### src/rtl/apb_rx_ctrl.sv
// APB slave controller for the UART receive datapath.
// Owns the receiver configuration (bit period, data size). It pulses data_read
// when software consumes the RX buffer, and keeps sticky clear-on-read copies
// of the receiver error flags.
module apb_rx_ctrl #(
  parameter logic [13:0] BP_RESET = 14'd10,
  parameter logic [3:0]  DS_RESET = 4'd8
) (
  input  logic        clk,
  input  logic        rst,
  input  logic        psel,
  input  logic        penable,
  input  logic        pwrite,
  input  logic [2:0]  paddr,
  input  logic [7:0]  pwdata,
  output logic [7:0]  prdata,
  output logic        pslverr,
  input  logic [7:0]  rx_data,
  input  logic        data_ready,
  input  logic        overrun_error,
  input  logic        framing_error,
  output logic        data_read,
  output logic [3:0]  data_size,
  output logic [13:0] bit_period
);

  localparam logic [2:0] A_STATUS = 3'd0;
  localparam logic [2:0] A_ERROR  = 3'd1;
  localparam logic [2:0] A_BP_LO  = 3'd2;
  localparam logic [2:0] A_BP_HI  = 3'd3;
  localparam logic [2:0] A_DSIZE  = 3'd4;
  localparam logic [2:0] A_RXDATA = 3'd6;

  localparam logic [13:0] BP_MIN = 14'd2;

  typedef enum logic [1:0] {IDLE, SETUP, ACCESS} state_t;

  // Decoded view of the current bus cycle
  typedef struct packed {
    logic       acc;     // legal access cycle
    logic       bad;     // access that must be refused
    logic       wr_en;   // accepted write
    logic       rd_en;   // accepted read
    logic [2:0] addr;
    logic [7:0] wdata;
  } apb_req_t;

  state_t      state;
  apb_req_t    req;
  logic        no_setup;
  logic        ds_ok;
  logic        reserved;
  logic        ro_write;
  logic [13:0] bp_cand;
  logic [13:0] bp_wr_val;
  logic [7:0]  rd_mux;
  logic        err_clr;
  logic        rx_consume;
  logic        sticky_fe;
  logic        sticky_oe;

  // APB protocol FSM; a transfer only completes from SETUP
  always_ff @(posedge clk) begin
    if (rst) begin
      state <= IDLE;
    end else begin
      case (state)
        IDLE:    if (psel && !penable) state <= SETUP;
        SETUP:   if (psel && penable)  state <= ACCESS;
        ACCESS:  state <= (psel && !penable) ? SETUP : IDLE;
        default: state <= IDLE;
      endcase
    end
  end

  // Address decode and refusal rules for the access cycle
  always_comb begin
    no_setup  = (state == IDLE) && psel && penable;
    ds_ok     = (pwdata[3:0] == 4'd5) || (pwdata[3:0] == 4'd7) ||
                (pwdata[3:0] == 4'd8);
    reserved  = (paddr == 3'd5) || (paddr == 3'd7);
    ro_write  = pwrite && ((paddr == A_STATUS) || (paddr == A_ERROR) ||
                           (paddr == A_RXDATA));
    req.acc   = (state == SETUP) && psel && penable;
    req.bad   = reserved || ro_write || (pwrite && (paddr == A_DSIZE) && !ds_ok);
    req.wr_en = req.acc && pwrite && !req.bad;
    req.rd_en = req.acc && !pwrite && !req.bad;
    req.addr  = paddr;
    req.wdata = pwdata;
  end

  // Candidate bit period after a byte-lane write, floored at 2
  always_comb begin
    if (req.addr == A_BP_HI) bp_cand = {req.wdata[5:0], bit_period[7:0]};
    else                     bp_cand = {bit_period[13:8], req.wdata};
    bp_wr_val = (bp_cand < BP_MIN) ? BP_MIN : bp_cand;
  end

  // Read data mux; sticky errors are shown before any clear
  always_comb begin
    case (req.addr)
      A_STATUS: rd_mux = {7'd0, data_ready};
      A_ERROR:  rd_mux = {6'd0, sticky_oe, sticky_fe};
      A_BP_LO:  rd_mux = bit_period[7:0];
      A_BP_HI:  rd_mux = {2'd0, bit_period[13:8]};
      A_DSIZE:  rd_mux = {4'd0, data_size};
      A_RXDATA: rd_mux = rx_data;
      default:  rd_mux = 8'd0;
    endcase
  end

  // Bus response is combinational and only non-zero in the access cycle
  always_comb begin
    prdata     = req.rd_en ? rd_mux : 8'd0;
    pslverr    = (req.acc && req.bad) || no_setup;
    err_clr    = req.rd_en && (req.addr == A_ERROR);
    rx_consume = req.rd_en && (req.addr == A_RXDATA) && data_ready;
  end

  // Configuration registers, updated at the end of an accepted write
  always_ff @(posedge clk) begin
    if (rst) begin
      bit_period <= BP_RESET;
      data_size  <= DS_RESET;
    end else if (req.wr_en) begin
      if (req.addr == A_BP_LO || req.addr == A_BP_HI) bit_period <= bp_wr_val;
      if (req.addr == A_DSIZE)                        data_size  <= req.wdata[3:0];
    end
  end

  // Sticky error flags: a live error in the clearing cycle wins over the clear
  always_ff @(posedge clk) begin
    if (rst) begin
      sticky_fe <= 1'b0;
      sticky_oe <= 1'b0;
    end else begin
      sticky_fe <= (sticky_fe && !err_clr) || framing_error;
      sticky_oe <= (sticky_oe && !err_clr) || overrun_error;
    end
  end

  // One-cycle consume pulse following an RXDATA read of a valid byte
  always_ff @(posedge clk) begin
    if (rst) data_read <= 1'b0;
    else     data_read <= rx_consume;
  end

endmodule
### config.mk
export PLATFORM = sky130hd
export DESIGN_NAME = apb_rx_ctrl
export DESIGN_NICKNAME = d
export VERILOG_FILES = /design/src/rtl/apb_rx_ctrl.sv
export SDC_FILE = /design/constraint.sdc
export NUM_CORES = 1
export LEC_CHECK = 0
export ABC_CLOCK_PERIOD_IN_PS = 1700
export BUFFER_PORTS_ARGS = -buffer_cell sky130_fd_sc_hd__buf_2
export CELL_PAD_IN_SITES_DETAIL_PLACEMENT = 0
export CELL_PAD_IN_SITES_GLOBAL_PLACEMENT = 1
export CORE_MARGIN = 3
export CORE_UTILIZATION = 34
export DETAILED_ROUTE_END_ITERATION = 6
export PLACE_DENSITY_LB_ADDON = 0.1
export SYNTH_ARGS = -nofsm -noshare
export SYNTH_HDL_FRONTEND = slang
export SYNTH_SLANG_ARGS = --single-unit
### constraint.sdc
create_clock -name clk -period 1.7 [get_ports clk]
set_input_delay 0.085 -clock clk [delete_from_list [all_inputs] [get_ports clk]]
set_output_delay 0.085 -clock clk [all_outputs]
set_load 0.03 [all_outputs]
**Yosys cells after proc, flatten, opt, wreduce, memory -nomap -nowiden**

Index checks and enable logic that the tools add are counted.

- Mux-type cells: 8
- $lt $le $gt $ge: 1
- Equality and inequality tests: 14
- Reductions and logical operators: 40

Operators by type and width:

| cell | count |
|---|---|
| $pmux W8 S6 | 1 |
| $mux W14 | 2 |
| $logic_and A1 B1 Y1 | 19 |
| $lt A14 B2 Y1 const B | 1 |
| $eq A3 B3 Y1 const B | 4 |
| $logic_or A1 B1 Y1 | 11 |
| $eq A4 B3 Y1 const B | 2 |
| $mux W8 | 1 |
| $eq A3 B2 Y1 const B | 2 |
| $pmux W2 S3 | 1 |
| $reduce_and A2 Y1 | 3 |
| $logic_not A1 Y1 | 5 |
| $eq A4 B4 Y1 const B | 1 |
| $mux W2 | 2 |
| $ne A2 B2 Y1 const B | 2 |
| $eq A3 B1 Y1 const B | 1 |
| $logic_not A3 Y1 | 1 |
| $eq A2 B1 Y1 const B | 1 |
| $eq A2 B2 Y1 const B | 1 |
| $logic_not A2 Y1 | 1 |
| $mux W1 | 1 |

- Register bits after elaboration: 23
- Word-level logic and storage cells: 69
- Input bits: 27
- Output and inout bits: 28

**Depth between registers and ports, before layout**

Gate-level depths: netlist (run 1).

- Depth in word-level cells: 12
- Mapped depth: 6
- Gate-level depth less buffers: 4

**Least setup slack after synthesis (run 1)**

No wires, ideal clock.

- Kind: register to output
- Start: register state[1]
- End: output prdata[6]
- Arrival: 1.485 ns
- Setup slack: 0.130 ns
- Data required time: 1.615 ns
- Stages on the path, launching flop included: 5
- Path buffers: 1
- Path through: dfxtp_1 > and4b_1 > buf_6 > nand2_1 > nor3_1

- Longest elaborated chain between the ends: 6

Ends and longest elaborated chain:

| what | RTL line | text |
|---|---|---|
| from (decl) | 48 | `state_t state;` |
| from (signal assigned) | 70 | `ACCESS: state <= (psel && !penable) ? SETUP : IDLE;` |
| $eq A2 B1 Y1 | 84 | `req.acc = (state == SETUP) && psel && penable;` |
| $logic_and A1 B1 Y1 (2 in series) | 84 |  |
| $logic_and A1 B1 Y1 (2 in series) | 87 | `req.rd_en = req.acc && !pwrite && !req.bad;` |
| $mux W8 | 114 | `prdata = req.rd_en ? rd_mux : 8'd0;` |
| to (decl) | 16 | `output logic [7:0] prdata,` |

Every way passes these cells.

**Worst setup path in the final report (run 1)**

- Start: register state[1]
- End: output prdata[7]

The elaborated chain is that of the path after synthesis.

==> results.cfg, run 1 <==
[run_status]
status = finished clean

[critical_path]
timing.rr.end = bit_period[0]$_SDFFE_PP0P_
cp-end-kind = output port
ff2ff_setup_slack_ns = 0.18
crit_fanout = 5
r2r-start = state[1]$_SDFFE_PP0P_
path_class = flop to output port
arrival_ns = 1.50
rr_worst_depth = 5
worstPathRequired_ns = 1.62
crit_end = prdata[7]
crit_path_start = state[1]$_SDFFE_PP0P_
start_kind = flop

[finish]
drive_gt1_share_pct = 37.9
fin_util_pct = 45.5
multi_input_comb_area_um2 = 836
fin_cells = 251
layout.nets = 231
layout_common_cells = 51 x buf_2, 22 x nor2_1, 22 x dfxtp_1
final_common_cell = buf_2
register_area_um2 = 462
area_growth_pct = 25.9
fillCellCount = 403
insertedDiodeCount = 0

[placement]
place_ws_ns = 0.159
dp_hpwl_um = 3120
dp.cells = 246
place.gp.congestion = 0.744
numPortBuffers = 54

[pwr]
peakVddDrop_mv = 0.244
p_leak_nw = 0.889
finalPower_mw = 1.04
power.density_nw_per_um2 = 609

[cts]
clock_path_buffers = 2
cts_root_buf = clkbuf_8
htree_levels = 1
insertion_delay_ns = 0.26
tritoncts = done
cts_inserted_buffers = 3
cts.sinks = 23
clkTransAtPathRegs_ns = 0.08

[timing]
hold_viol_final = 0
setup_slack_ns = 0.112
rsz0062_at_grt = true
fin_skew_ns = 0.00123
fin_setup_tns_ns = 0
setup_viol = 0
drv_slew = 0
max_slew_margin_pct = 77.5
finalCritPeriodShare_pct = 93.4
tightest_slew_ns = 0.337
fin_crit_ns = 1.59
max_clock_freq_ghz = 0.630

[flow_run]
drv_cap = 0

[global_routing]
antenna_found_initial = 0
grt_usage_pct = 17.0
grt_max_degree = 20
grt_pass1_vias = 1347
grt_pass1_wl_um = 6760
overflow = 0

[route]
drtIter0Drc = 52
drc = 0
post_drt_wl_per_cell_um = 15.5
ant_nets = 0
first_pass_iters = 4
postRouteWirelength_um = 3890
vias = 1317
via_per_inst = 5.25

[floorplan]
fp.dieW_um = 69.3
core_um2 = 3770
die_y_um = 69.3
rows = 22
die-area_um2 = 4800
initial_core_util_pct = 36.1
top_level_ports = 55

[synth]
synth_edf_count = 0
synth_compound_area_share_pct = 13.0
synth_warnings = 0
synth_top_family_by_area = simple AND/OR/NAND/NOR gates
synth-seq-area-share_pct = 33.8
avgSynthCellArea_um2 = 9.02
synth-async-reset-ratio_pct = 0
synth_seq_cells = 23
yosys.area_share.adder_pct = 0
synth-main-ff-cell = dfxtp_1
synth_mux_area_share_pct = 19.2
synth_simple_gate_area_share_pct = 29.0
synth_cells = 151
synth_xor_area_share_pct = 0
syn_nets = 178
yosys.cell_types.count = 43
syn_area_um2 = 1360

[hold_path]
hold_path.class = input port to flop
==> worst min path at each step <==
stage                  start               endpoint  slack [ns]  cells past startpoint
2_1_floorplan           psel  state[0]$_SDFFE_PP0P_        0.20                      1
3_3_place_gp   overrun_error   sticky_oe$_SDFF_PP0_        0.29                      3
3_5_place_dp   overrun_error   sticky_oe$_SDFF_PP0_        0.31                      3
4_1_cts        overrun_error   sticky_oe$_SDFF_PP0_        0.04                      3
5_1_grt              penable  state[0]$_SDFFE_PP0P_        0.05                      2
6_report       overrun_error   sticky_oe$_SDFF_PP0_        0.03                      3
==> report_power, final <==
| part | switching (mW) | internal [mW] | leakage [nW] |
|---|---|---|---|
| Combinational | 0.0859 | 0.0681 | 0.677 |
| Clock | 0.177 | 0.164 | 0.0255 |
| Sequential | 0.00463 | 0.545 | 0.187 |
| Total | 0.267 | 0.777 | 0.889 |
==> logic make-up after synthesis <==
| group | Yosys count |
|---|---|
| buf+inv | 12 |
| compound gates | 25 |
| mux | 25 |
| flops | 23 |
| simple gates | 66 |
==> area by class of cell <==
cell class                 instances  share of cell area, %
inverter                           3                  0.656
clock inverter                     1                  0.292
sequential                        23                   26.9
tap                               48                   3.50
clock buffer                       3                   2.41
timing repair buffer              57                   17.5
multi-input combinational        116                   48.7
==> sequential cells by signal, indices dropped and copies added (netlist names) <==
name / cells
sticky_oe: 1
sticky_fe: 1
data_size: 4
bit_period: 14
data_read: 1
state: 2
==> per-stage QoR <==
step | hold slack, ns | cell area (um2)
after floorplan | 0.196 | 1360
after global placement | 0.291 | 1650
after detailed placement | 0.311 | 1650
after CTS | 0.0359 | 1710
after global routing | 0.0457 | 1720
final | 0.0347 | 1720
==> metal layers <==
metal  GRT usage [%]  wire length, um  vias to the layer above
li1                -                -                      651
met1            21.8             1760                      622
met4            3.90               19                        0
met3            3.19              231                        2
met2            29.2             1880                       42
met5               0                0                        -
==> Yosys cell counts (2+ instances only) <==
cell type | number | area share [%]
a21oi_1 | 8 | 2.9
dfxtp_1 | 23 | 34
or2b_1 | 3 | 1.7
nor2_1 | 22 | 6.1
buf_6 | 2 | 1.7
and3b_1 | 2 | 1.3
nor4_1 | 2 | 0.92
a2bb2oi_1 | 2 | 1.3
o21ai_0 | 2 | 0.73
a22oi_1 | 4 | 2.2
nor3_1 | 5 | 1.8
clkbuf_1 | 3 | 0.83
nand4b_1 | 3 | 1.9
mux2_2 | 5 | 4.1
or4_1 | 2 | 1.1
mux2i_1 | 19 | 14
inv_1 | 3 | 0.83
nand2_1 | 9 | 2.5
nor2b_1 | 3 | 1.4
and2_1 | 2 | 0.92
nor3b_1 | 2 | 1.1
a31oi_1 | 2 | 0.92
buf_2 | 3 | 1.1
==> timing repair <==
action	CTS	global route
pin swaps	1	2
buffers inserted	1	0
resized for setup	1	6
hold buffers	0	0
endpoints found under the setup margin	7	3
==> worst max-delay path, cell delays in order, from the launching register on <==
cell,delay [ns]
dfxtp_1,0.33
and4b_2,0.32
nand2_1,0.14
nor3_1,0.21
buf_2,0.23
(Power assumes the default switching activity.)
==> run 2, diff against run 1 <==
- CELL_PAD_IN_SITES_DETAIL_PLACEMENT: 0 -> default
- CELL_PAD_IN_SITES_GLOBAL_PLACEMENT: 1 -> default
- CORE_UTILIZATION: 34 -> 48
- PLACE_DENSITY: default -> 0.79
- PLACE_DENSITY_LB_ADDON: 0.1 -> default
- SLEW_MARGIN: default -> 15
==> run 2 against run 1 <==
- largest cell class unchanged
- count of clock-buffer cells in the layout did not move
- critical endpoint is now prdata[6]
- sequential share of layout area fell by 0.19 points
- largest power group unchanged
- first-iteration DRC count rose by 13%
- sequential cell count did not move
- clock power fell by 21%
- highest routed layer unchanged
==> results.cfg, run 2 (synthesis results as in run 1) <==
[global_routing]
grt_usage_pct = 22.4
grt_max_degree = 20
grt_pass1_vias = 1382
antenna_found_initial = 0
overflow = 0
grt_pass1_wl_um = 6110

[finish]
largest_reg_flops = 14
area_growth_pct = 26.8
stdcell_area_um2 = 1730
top_register = bit_period
insertedDiodeCount = 0
reg_top3 = bit_period: 14 flops, data_size: 4 flops, state: 2 flops
layout.nets = 234
layout_common_cells = 50 x buf_2, 22 x nor2_1, 22 x dfxtp_1
final_common_cell = buf_2
drive_gt1_share_pct = 39.8

[cts]
cts_root_buf = clkbuf_4
cts.sinks = 23
tritoncts = done
htree_levels = 1
cts_inserted_buffers = 3
clock_path_buffers = 2
clkTransAtPathRegs_ns = 0.13
insertion_delay_ns = 0.31

[floorplan]
die_y_um = 59.3
initial_core_util_pct = 52.6
top_level_ports = 55
fp.dieW_um = 59.3
die-area_um2 = 3510
rows = 18
core_um2 = 2590

[pwr]
power.density_nw_per_um2 = 567
finalPower_mw = 0.980
peakVddDrop_mv = 0.375
p_leak_nw = 0.895

[timing]
max_slew_margin_pct = 76.5
rsz0062_at_grt = true
finalCritPeriodShare_pct = 95.6
hold_viol_final = 0
holdWs_ns = 0.0178
setup_slack_ns = 0.0753
fin_setup_tns_ns = 0
setup_viol = 0
drv_slew = 0
tightest_slew_ns = 0.351
max_clock_freq_ghz = 0.616
fin_crit_ns = 1.62
fin_skew_ns = 0.00906

[flow_run]
drv_cap = 0

[hold_path]
hold_path.class = input port to flop

[critical_path]
cp-end-kind = output port
crit_fanout = 5
crit_slowest_cell = dfxtp_1
arrival_ns = 1.54
crit_chain = and4b_2 -> nand2_2 -> nor3_1 -> buf_4
start_kind = flop
worstPathRequired_ns = 1.62
path_class = flop to output port
slowest_delay_ns = 0.35

[route]
post_drt_wl_per_cell_um = 16.3
postRouteWirelength_um = 3850
drc = 0
via_per_inst = 5.76
drtIter0Drc = 59
ant_nets = 0
vias = 1359
first_pass_iters = 4

[placement]
dp_hpwl_um = 2900
place_ws_ns = 0.186
place.gp.congestion = 0.863
placed_area_um2 = 1630
numPortBuffers = 54

[run_status]
status = finished clean
## run 2: changes by cell type in the layout (fill, tap and decap cells not counted), sizes merged
cell | before | now
clkinv | 1 | 0
clkinvlp | 0 | 1
dlygate4sd3 | 0 | 3
## run 2: layout make-up
cell class	count	area, um2
clock inverters	1	7.51
fillers	202	862
well taps	30	37.5
clock buffers	3	22.5
repair buffers	60	333
inverters	3	11.3
multi-input cells	116	855
flip-flops and latches	23	462
## run 2: worst paths after layout
check	start	end	slack (ns)	cells after the start
setup / recovery	state[1]$_SDFFE_PP0P_	prdata[6]	0.08	4
setup reg to reg	state[1]$_SDFFE_PP0P_	data_size[0]$_SDFFE_PP0P_	0.19	5
hold / removal	framing_error	sticky_fe$_SDFF_PP0_	0.02	3
hold reg to reg	data_size[2]$_SDFFE_PP0P_	data_size[2]$_SDFFE_PP0P_	0.48	2
## run 2: routing by layer
metal	track usage [%]	part of all wire, %
met3	4.14	6.0
met2	39.3	50
met5	0	0
met4	7.44	1.7
met1	27.2	42
## run 2: where the power goes
group | leakage, nW | switching (mW) | internal (mW)
sequential | 0.187 | 0.00515 | 0.546
clock | 0.0139 | 0.177 | 0.0896
combinational | 0.695 | 0.0876 | 0.0742
## run 2: repair_timing
item | CTS | global route
endpoints found under the setup margin | 8 | 7
hold buffers | 3 | 0
pin swaps | 1 | 3
buffers inserted | 1 | 0
gates resized for setup | 1 | 12
endpoints found under the hold margin | 2 | 0
cloned | 0 | 0
## run 2: critical path, delay by kind of cell, from the launching register on
kind,cells,cell delay [ns]
buffers and inverters,1,0.20
and+or+nand+nor,3,0.68
DFF,1,0.35
## run 2: per-stage QoR
| step | utilization, % | instances |
|---|---|---|
| after detailed placement | 62.9 | 228 |
| after floorplan | - | 151 |
| after CTS | 65.6 | 236 |
| final | 66.7 | 236 |
| after global placement | 62.9 | 228 |
| after global routing | 66.7 | 236 |
